--- src/rtl/ps2_key_pkg.sv ---
// rtl/ps2_key_pkg.sv - shared types and constants for the PS2 key encoder
package ps2_key_pkg;

  // Encoder FSM states
  typedef enum logic [2:0] {
    IDLE      = 3'd0,
    SEND_MAKE = 3'd1,
    HELD      = 3'd2,
    SEND_F0   = 3'd3,
    SEND_BRK  = 3'd4
  } state_e;

  localparam logic [7:0] PS2_BREAK_PREFIX = 8'hF0;

  // True for the states that offer a byte to the serializer
  function automatic logic state_sends(input state_e s);
    return (s == SEND_MAKE) || (s == SEND_F0) || (s == SEND_BRK);
  endfunction

endpackage

--- src/rtl/key_edge_sync.sv ---
// rtl/key_edge_sync.sv - key level synchronizer, polarity normalizer and edge detector
module key_edge_sync #(
  parameter bit KEY_ACTIVE_LOW = 1'b1
) (
  input  logic clk,
  input  logic rst,
  input  logic key_in,
  output logic key_down,
  output logic press_evt,
  output logic rel_evt
);

  // Raw key_in level that means "released"
  localparam logic RELEASED_LVL = KEY_ACTIVE_LOW;

  logic sync1_q;
  logic sync2_q;
  logic key_down_q;
  logic pressed_lvl;

  // Synchronized level with polarity folded out: 1 always means pressed
  assign pressed_lvl = sync2_q ^ KEY_ACTIVE_LOW;

  // Two-flop synchronizer followed by the registered key state
  always_ff @(posedge clk or negedge rst) begin
    if (!rst) begin
      sync1_q    <= RELEASED_LVL;
      sync2_q    <= RELEASED_LVL;
      key_down_q <= 1'b0;
    end else begin
      sync1_q    <= key_in;
      sync2_q    <= sync1_q;
      key_down_q <= pressed_lvl;
    end
  end

  // Pulses are high in the cycle before key_down changes, so a consumer
  // registering on them acts on the same edge that updates key_down.
  assign press_evt = pressed_lvl & ~key_down_q;
  assign rel_evt   = ~pressed_lvl & key_down_q;
  assign key_down  = key_down_q;

endmodule

--- src/rtl/ps2_key_encoder.sv ---
// rtl/ps2_key_encoder.sv - debounced key level to PS2 Set-2 make/break bytes with typematic repeat
module ps2_key_encoder
  import ps2_key_pkg::*;
#(
  parameter bit         KEY_ACTIVE_LOW = 1'b1,
  parameter logic [7:0] MAKE_CODE      = 8'h1C,
  parameter int         DELAY_CYC      = 25_000_000,
  parameter int         REPEAT_CYC     = 5_000_000
) (
  input  logic       clk,
  input  logic       rst,
  input  logic       key_in,
  input  logic       tx_ready,
  output logic       tx_valid,
  output logic [7:0] tx_data,
  output logic       key_down
);

  localparam int MAX_CYC = (DELAY_CYC > REPEAT_CYC) ? DELAY_CYC : REPEAT_CYC;
  localparam int TW      = (MAX_CYC > 1) ? $clog2(MAX_CYC) : 1;
  localparam logic [TW-1:0] DELAY_LOAD  = TW'(DELAY_CYC - 1);
  localparam logic [TW-1:0] REPEAT_LOAD = TW'(REPEAT_CYC - 1);

  logic press_evt;
  logic rel_evt;
  logic key_now;
  logic xfer;

  state_e        state_q, state_d;
  logic [TW-1:0] timer_q, timer_d;
  logic          first_q, first_d;
  logic          tx_valid_q, tx_valid_d;
  logic [7:0]    tx_data_q, tx_data_d;

  key_edge_sync #(
    .KEY_ACTIVE_LOW(KEY_ACTIVE_LOW)
  ) u_sync (
    .clk      (clk),
    .rst      (rst),
    .key_in   (key_in),
    .key_down (key_down),
    .press_evt(press_evt),
    .rel_evt  (rel_evt)
  );

  // Key state as it lands in key_down on this edge; the FSM decides on it
  // so press and release both reach the FSM with the same latency.
  assign key_now = press_evt | (key_down & ~rel_evt);
  assign xfer    = tx_valid_q & tx_ready;

  // Next-state logic: byte sequencing plus the repeat timer
  always_comb begin
    state_d = state_q;
    first_d = first_q;
    timer_d = timer_q;
    if (state_q == HELD && timer_q != '0) begin
      timer_d = timer_q - 1'b1;
    end
    case (state_q)
      IDLE: begin
        if (press_evt) begin
          state_d = SEND_MAKE;
          first_d = 1'b1;
        end
      end
      SEND_MAKE: begin
        if (xfer) begin
          // Repeat period counts from acceptance, so a stall never queues repeats
          timer_d = first_q ? DELAY_LOAD : REPEAT_LOAD;
          state_d = key_now ? HELD : SEND_F0;
        end
      end
      HELD: begin
        if (!key_now) begin
          state_d = SEND_F0;
        end else if (timer_q == '0) begin
          state_d = SEND_MAKE;
          first_d = 1'b0;
        end
      end
      SEND_F0: begin
        if (xfer) begin
          state_d = SEND_BRK;
        end
      end
      SEND_BRK: begin
        if (xfer) begin
          if (key_now) begin
            // Re-pressed during the break: start over with the long delay
            state_d = SEND_MAKE;
            first_d = 1'b1;
          end else begin
            state_d = IDLE;
          end
        end
      end
      default: state_d = IDLE;
    endcase
  end

  // Output byte follows the next state so valid/data are registered and stable
  always_comb begin
    tx_valid_d = state_sends(state_d);
    tx_data_d  = 8'h00;
    if (state_d == SEND_F0) begin
      tx_data_d = PS2_BREAK_PREFIX;
    end else if (state_d == SEND_MAKE || state_d == SEND_BRK) begin
      tx_data_d = MAKE_CODE;
    end
  end

  // State, timer and output registers
  always_ff @(posedge clk or negedge rst) begin
    if (!rst) begin
      state_q    <= IDLE;
      timer_q    <= '0;
      first_q    <= 1'b0;
      tx_valid_q <= 1'b0;
      tx_data_q  <= 8'h00;
    end else begin
      state_q    <= state_d;
      timer_q    <= timer_d;
      first_q    <= first_d;
      tx_valid_q <= tx_valid_d;
      tx_data_q  <= tx_data_d;
    end
  end

  assign tx_valid = tx_valid_q;
  assign tx_data  = tx_data_q;

endmodule
--- config.mk ---
export PLATFORM = sky130hd
export DESIGN_NAME = ps2_key_encoder
export DESIGN_NICKNAME = d
export VERILOG_FILES = /design/src/rtl/ps2_key_pkg.sv /design/src/rtl/key_edge_sync.sv /design/src/rtl/ps2_key_encoder.sv
export SDC_FILE = /design/constraint.sdc
export NUM_CORES = 1
export LEC_CHECK = 0
export CAP_MARGIN = 10
export CORE_UTILIZATION = 45
export DETAILED_ROUTE_END_ITERATION = 10
export GPL_TIMING_DRIVEN = 1
export PLACE_DENSITY_LB_ADDON = 0.3
export SLEW_MARGIN = 20
export SYNTH_ARGS = -nofsm -noshare
export SYNTH_HDL_FRONTEND = slang
export SYNTH_HIERARCHICAL = 1
export SYNTH_SLANG_ARGS = --single-unit
--- constraint.sdc ---
create_clock -name clk -period 3.3 [get_ports clk]
set_input_delay 0.495 -clock clk [delete_from_list [all_inputs] [get_ports clk]]
set_output_delay 0.495 -clock clk [all_outputs]
set_load 0.03 [all_outputs]
* Yosys cells after proc, flatten, opt, wreduce, memory -nomap -nowiden
Index checks and enable logic that the tools add are counted.
** Operators by class
- $add $sub $neg :: 1
- $mul :: 0
- Divide/modulo/power cells :: 0
- $lt $le $gt $ge :: 0
- Eq/ne operators :: 12
- Shifts and indexed selects :: 0
- Muxes and demuxes :: 21
- Bitwise operators :: 8
- Reduce and logical (&&, ||, !) cells :: 9
** Operators with widths (number)
- 25-bit 2-to-1 mux :: 4
- 25-bit zero test :: 1
- 25-bit nonzero test :: 1
- 25-bit by 1-bit subtractor with 25-bit output (second input constant) :: 1
- 3-bit 2-to-1 mux :: 6
- 3-bit case mux with 5 select lines :: 1
- 3-bit by 2-bit equality test with 1-bit output (second input constant) :: 3
- 8-bit 2-to-1 mux :: 1
- 2-bit inequality test (second input constant) :: 4
- 1-bit 2-to-1 mux :: 7
- 3-bit by 1-bit equality test with 1-bit output (second input constant) :: 2
- 3-bit equality test (second input constant) :: 2
- 6-bit AND reduction :: 1
- 5-bit 2-to-1 mux :: 1
- 1-bit AND :: 4
- 3-bit zero test :: 1
- 1-bit logical OR :: 3
- 1-bit inverter :: 3
- 1-bit case mux with 3 select lines :: 1
- 3-bit nonzero test :: 1
- 2-bit by 1-bit inequality test with 1-bit output (second input constant) :: 1
- 1-bit logical AND :: 1
- 1-bit bitwise OR :: 1
** Word-level totals
- Register bits after elaboration :: 41
- Bits in latches :: 0
- RAM bits :: 0
- ROM bits :: 0
- Input port bits :: 4
- Output and inout port bits :: 10
- Memories kept :: 0

* Depth between registers and ports, before layout
- Depth in word-level cells :: 11
- Mapped depth :: 9
- Depth with buffers taken out :: 7

* By module
The synthesis kept the hierarchy.
** Modules (own cells, without submodules)
- ps2_key_encoder :: instances 1, cells an instance 192, area each 1848.0 um^2, seq. area each 825.8 um^2
- key_edge_sync :: instances 1, cells an instance 6, area each 91.3 um^2, seq. area each 77.6 um^2

* Worst setup path after synthesis
OpenSTA, ideal clock, no wires.
- Kind :: register to register
- Start point :: register timer_q[4]
- End point :: register timer_q[19]
- Setup time :: 0.069 ns
- Arrival time :: 2.254 ns
- Path slack :: 0.977 ns
- Cell stages (with the launch flop) :: 6
- Buffers on the path :: 0
- Clock period less this slack :: 2.323 ns
- Path through :: dfrtp_1 -> or4_4 -> or4_4 -> a41o_2 -> or4_1 -> nand3_1
** Between the ends
- Longest elaborated chain between the ends :: 5
** Ends and longest elaborated chain
- start: declaration :: RTL line ps2_key_encoder.sv:30 : logic [TW-1:0] timer_q, timer_d;
- start signal: assignment :: RTL line ps2_key_encoder.sv:122 : timer_q <= timer_d;
- branches (longest 2 deep; another with 25-bit by 1-bit subtractor with 25-bit output)
- 25-bit 2-to-1 mux * :: RTL line ps2_key_encoder.sv:56 : if (state_q == HELD && timer_q != '0) begin
- 25-bit 2-to-1 mux :: RTL line ps2_key_encoder.sv:67 : if (xfer) begin
- 25-bit 2-to-1 mux * :: RTL line ps2_key_encoder.sv:59 : case (state_q)
- via timer_d[19] :: RTL line ps2_key_encoder.sv:30
Mark *: on every way through the listed nets, which the timed path passes.
A chain may end at the register's enable or synchronous reset.

* Worst setup path in the final report
- Start point :: register state_q[2]
- End point :: register timer_q[19]
** Between the ends
- Longest elaborated chain between the ends :: 5
** Ends and longest elaborated chain
- start: declaration :: RTL line ps2_key_encoder.sv:29 : state_e state_q, state_d;
- start signal: assignment :: RTL line ps2_key_encoder.sv:121 : state_q <= state_d;
- 3-bit by 2-bit equality test with 1-bit output :: RTL line ps2_key_encoder.sv:56
- 1-bit logical AND :: RTL line ps2_key_encoder.sv:56
- 25-bit 2-to-1 mux :: RTL line ps2_key_encoder.sv:56
- 25-bit 2-to-1 mux :: RTL line ps2_key_encoder.sv:67
- 25-bit 2-to-1 mux * :: RTL line ps2_key_encoder.sv:59
- via timer_d[19] :: RTL line ps2_key_encoder.sv:30
The timed path passes the listed nets; every way through them passes the cells marked *.

==> impl_metrics.json <==
{
  "instances_no_fill": 256,
  "synthArstFlopShare": 1.00,
  "dieHeight_um": 67.7,
  "grt_usage": 0.211,
  "via_per_inst": 6.37,
  "hold_class": "flip-flop to flip-flop",
  "cts_tree": "done",
  "crit_path_max_incr_delay_ns": 0.57,
  "wl_met2_um": 1940,
  "nFillCells": 356,
  "stdcell_area_um2": 2160,
  "p_per_area_nw_per_um2": 800,
  "switchingPower_w": 0.000681,
  "rsz0062_at_grt": "false",
  "multi_input_area_um2": 943,
  "wl_per_cell_um": 16.4,
  "clk_latency_ns": 0.29,
  "yosys_warnings": 6,
  "root_buffer": "clkbuf_8",
  "drt_iter0_drc": 127,
  "ir_drop_mv": 0.384,
  "p_clk_frac": 0.198,
  "synth-edff-count": 0,
  "crit_slowest_cell": "or3b_1",
  "cts.repair.resized": 0,
  "crit_arrival_ns": 2.84,
  "total_power_w": 0.00172,
  "drv_cap": 0,
  "crit_path_max_fanout": 13,
  "drive_gt1_frac": 0.131,
  "synth_top_area_share": 0.439,
  "start_util": 0.478,
  "fin_crit_sh": 0.794,
  "clock.fmax_mhz": 382,
  "nNetsFinal": 210,
  "seq_area_um2": 903,
  "num_rows": 23,
  "place_ws_ns": 0.701,
  "postPlaceCellArea_um2": 2060,
  "dieWidth_um": 67.7,
  "grt_pass1_vias": 1492,
  "cp-start-kind": "flip-flop",
  "h-tree-depth": 2,
  "avgSynthCellArea_um2": 9.79,
  "fin_setup_tns_ns": 0,
  "n_antenna_cell": 0,
  "ant_nets": 0,
  "synth-main-ff-cell": "dfrtp_1",
  "overflow": 0,
  "highest_layer": "met4",
  "p_comb_frac": 0.347,
  "clock_sinks": 36,
  "vias": 1630,
  "synth_seq_area_share": 0.466,
  "setup_slack_ns": 0.679,
  "ys_top_cells_by_area": "dfrtp_1 (44%), o31ai_1 (4.3%), or4_1 (3.9%)",
  "crit_chain": "or3b_1 -> or4_4 -> a41o_2 -> or4_1 -> nand3_1",
  "numCtsBuffers": 5,
  "cts.hold.buffers_added": 0,
  "antenna_found_initial": 0,
  "p_leak_nw": 0.788,
  "outcome": "finished clean",
  "synth_largest_area_cell": "dfrtp_1",
  "area_growth_pct": 11.2,
  "io_buffers": 11,
  "internal_power_w": 0.00104,
  "dp_hpwl_um": 2910,
  "drc": 0,
  "endpoint_kind": "flip-flop",
  "cts_setup_buffers": 0,
  "wl_um": 4200,
  "clockBufferDepth": 2,
  "core_um2": 4060,
  "firstDrtPassIters": 4,
  "slew_headroom": 0.527,
  "ys_ff_latch": 36,
  "finalWorstPathRequiredPeriod_ns": 2.62,
  "dr_wl_met3_um": 187,
  "clock_skew_ns": 0.00763,
  "synthCells": 198,
  "syn_area_um2": 1940,
  "dieArea_um2": 4580,
  "tightest_slew_ns": 0.710,
  "finalSetupViolCount": 0,
  "grt_pass1_wl_um": 6980,
  "swShare": 0.395,
  "slew_violations": 0,
  "place_inst": 248,
  "required_ns": 3.52,
  "routabilityCongestion": 0.833,
  "power_frac_seq": 0.455,
  "grt_max_degree": 37,
  "final_common_cell": "dfrtp_1",
  "final_hold_viol_count": 0,
  "synthDistinctLibCells": 49,
  "cts.clk_slew.worst_paths_ns": 0.07,
  "io_pins": 14,
  "layout_common_cells": "dfrtp_1 (34), nand2_1 (12), nor2_1 (11), o31ai_1 (11), clkdlybuf4s50_1 (11)",
  "met1Wirelength_um": 2010,
  "worstSetupPathType": "flip-flop to flip-flop"
}
-- path summary, 6_finish.rpt --
| kind | startpoint | to | slack (ns) | cells past startpoint |
|---|---|---|---|---|
| setup / recovery | state_q[2] | timer_q[19] | 0.68 | 5 |
| hold / removal | u_sync/sync1_q | u_sync/sync2_q | 0.36 | 0 |
| setup reg to reg | state_q[2] | timer_q[19] | 0.68 | 5 |
| hold reg to reg | u_sync/sync1_q | u_sync/sync2_q | 0.36 | 0 |
| max in group asynchronous | rst | u_sync/sync2_q | 2.33 | 2 |
| min in group asynchronous | rst | timer_q[19] | 0.62 | 2 |
-- registers in the layout (all words and copies together), names as in the netlist --
| name | flops |
|---|---|
| u_sync/key_down | 1 |
| tx_data | 3 |
| u_sync/sync2_q | 1 |
| timer_q | 25 |
| state_q | 3 |
| u_sync/sync1_q | 1 |
| tx_valid | 1 |
| first_q | 1 |
-- metal layers --
metal	up-vias	global-route usage
li1	777	-
met1	800	0.292
met2	46	0.307
met3	7	0.0676
met4	0	0.0718
met5	-	0
-- cell usage after synthesis, types with 5 or more instances --
cell type	count
a31oi_1	10
nor2_1	11
nand2_1	12
o31ai_1	11
buf_4	5
or4_1	10
nor3_1	7
a21oi_1	5
o21ai_0	6
inv_1	6
nand3_1	8
clkbuf_1	7
or3_1	5
dfrtp_1	34
-- cells by family (layout without fill, tap and decap cells) --
kind of cell,count (synthesis),count (layout),synth area share
and+or+nand+nor,84,84,0.263
AOI/OAI and AO/OA,51,51,0.189
DFF,36,36,0.466
buffers and inverters,20,27,0.0497
xor gates and xnor gates,3,3,0.0136
muxes,2,2,0.0103
adders and majority gates,1,1,0.00645
other,1,2,0.00193
-- per-stage QoR --
stage / utilization / hold WS (ns)
global placement: 0.507 / 0.348
floorplan: - / 0.199
global route: 0.532 / 0.361
detailed placement: 0.507 / 0.348
CTS: 0.532 / 0.360
finish: 0.532 / 0.359
-- critical path, delay by kind of cell (launching register included) --
family	cells	cell delay, ns
and+or+nand+nor	4	1.73
DFF	1	0.50
AOI/OAI and AO/OA	1	0.31
-- cell type report --
type / count / area share
multi-input combinational: 143 / 0.437
sequential: 36 / 0.419
timing repair buffer: 13 / 0.0580
clock buffer: 8 / 0.0464
tap: 50 / 0.0290
inverter: 6 / 0.0104
-- power groups by stage --
| stage | clock network (W) | logic [W] | registers (W) |
|---|---|---|---|
| 3_3_place_gp | 0 | 0.000579 | 0.000774 |
| 2_1_floorplan | 0 | 0.000428 | 0.000771 |
| 4_1_cts | 0.000353 | 0.000600 | 0.000781 |
| 5_1_grt | 0.000372 | 0.000658 | 0.000816 |
| 3_5_place_dp | 0 | 0.000598 | 0.000788 |
| 6_report | 0.000342 | 0.000598 | 0.000785 |
Note: power is estimated with default switching activity, not from simulation.
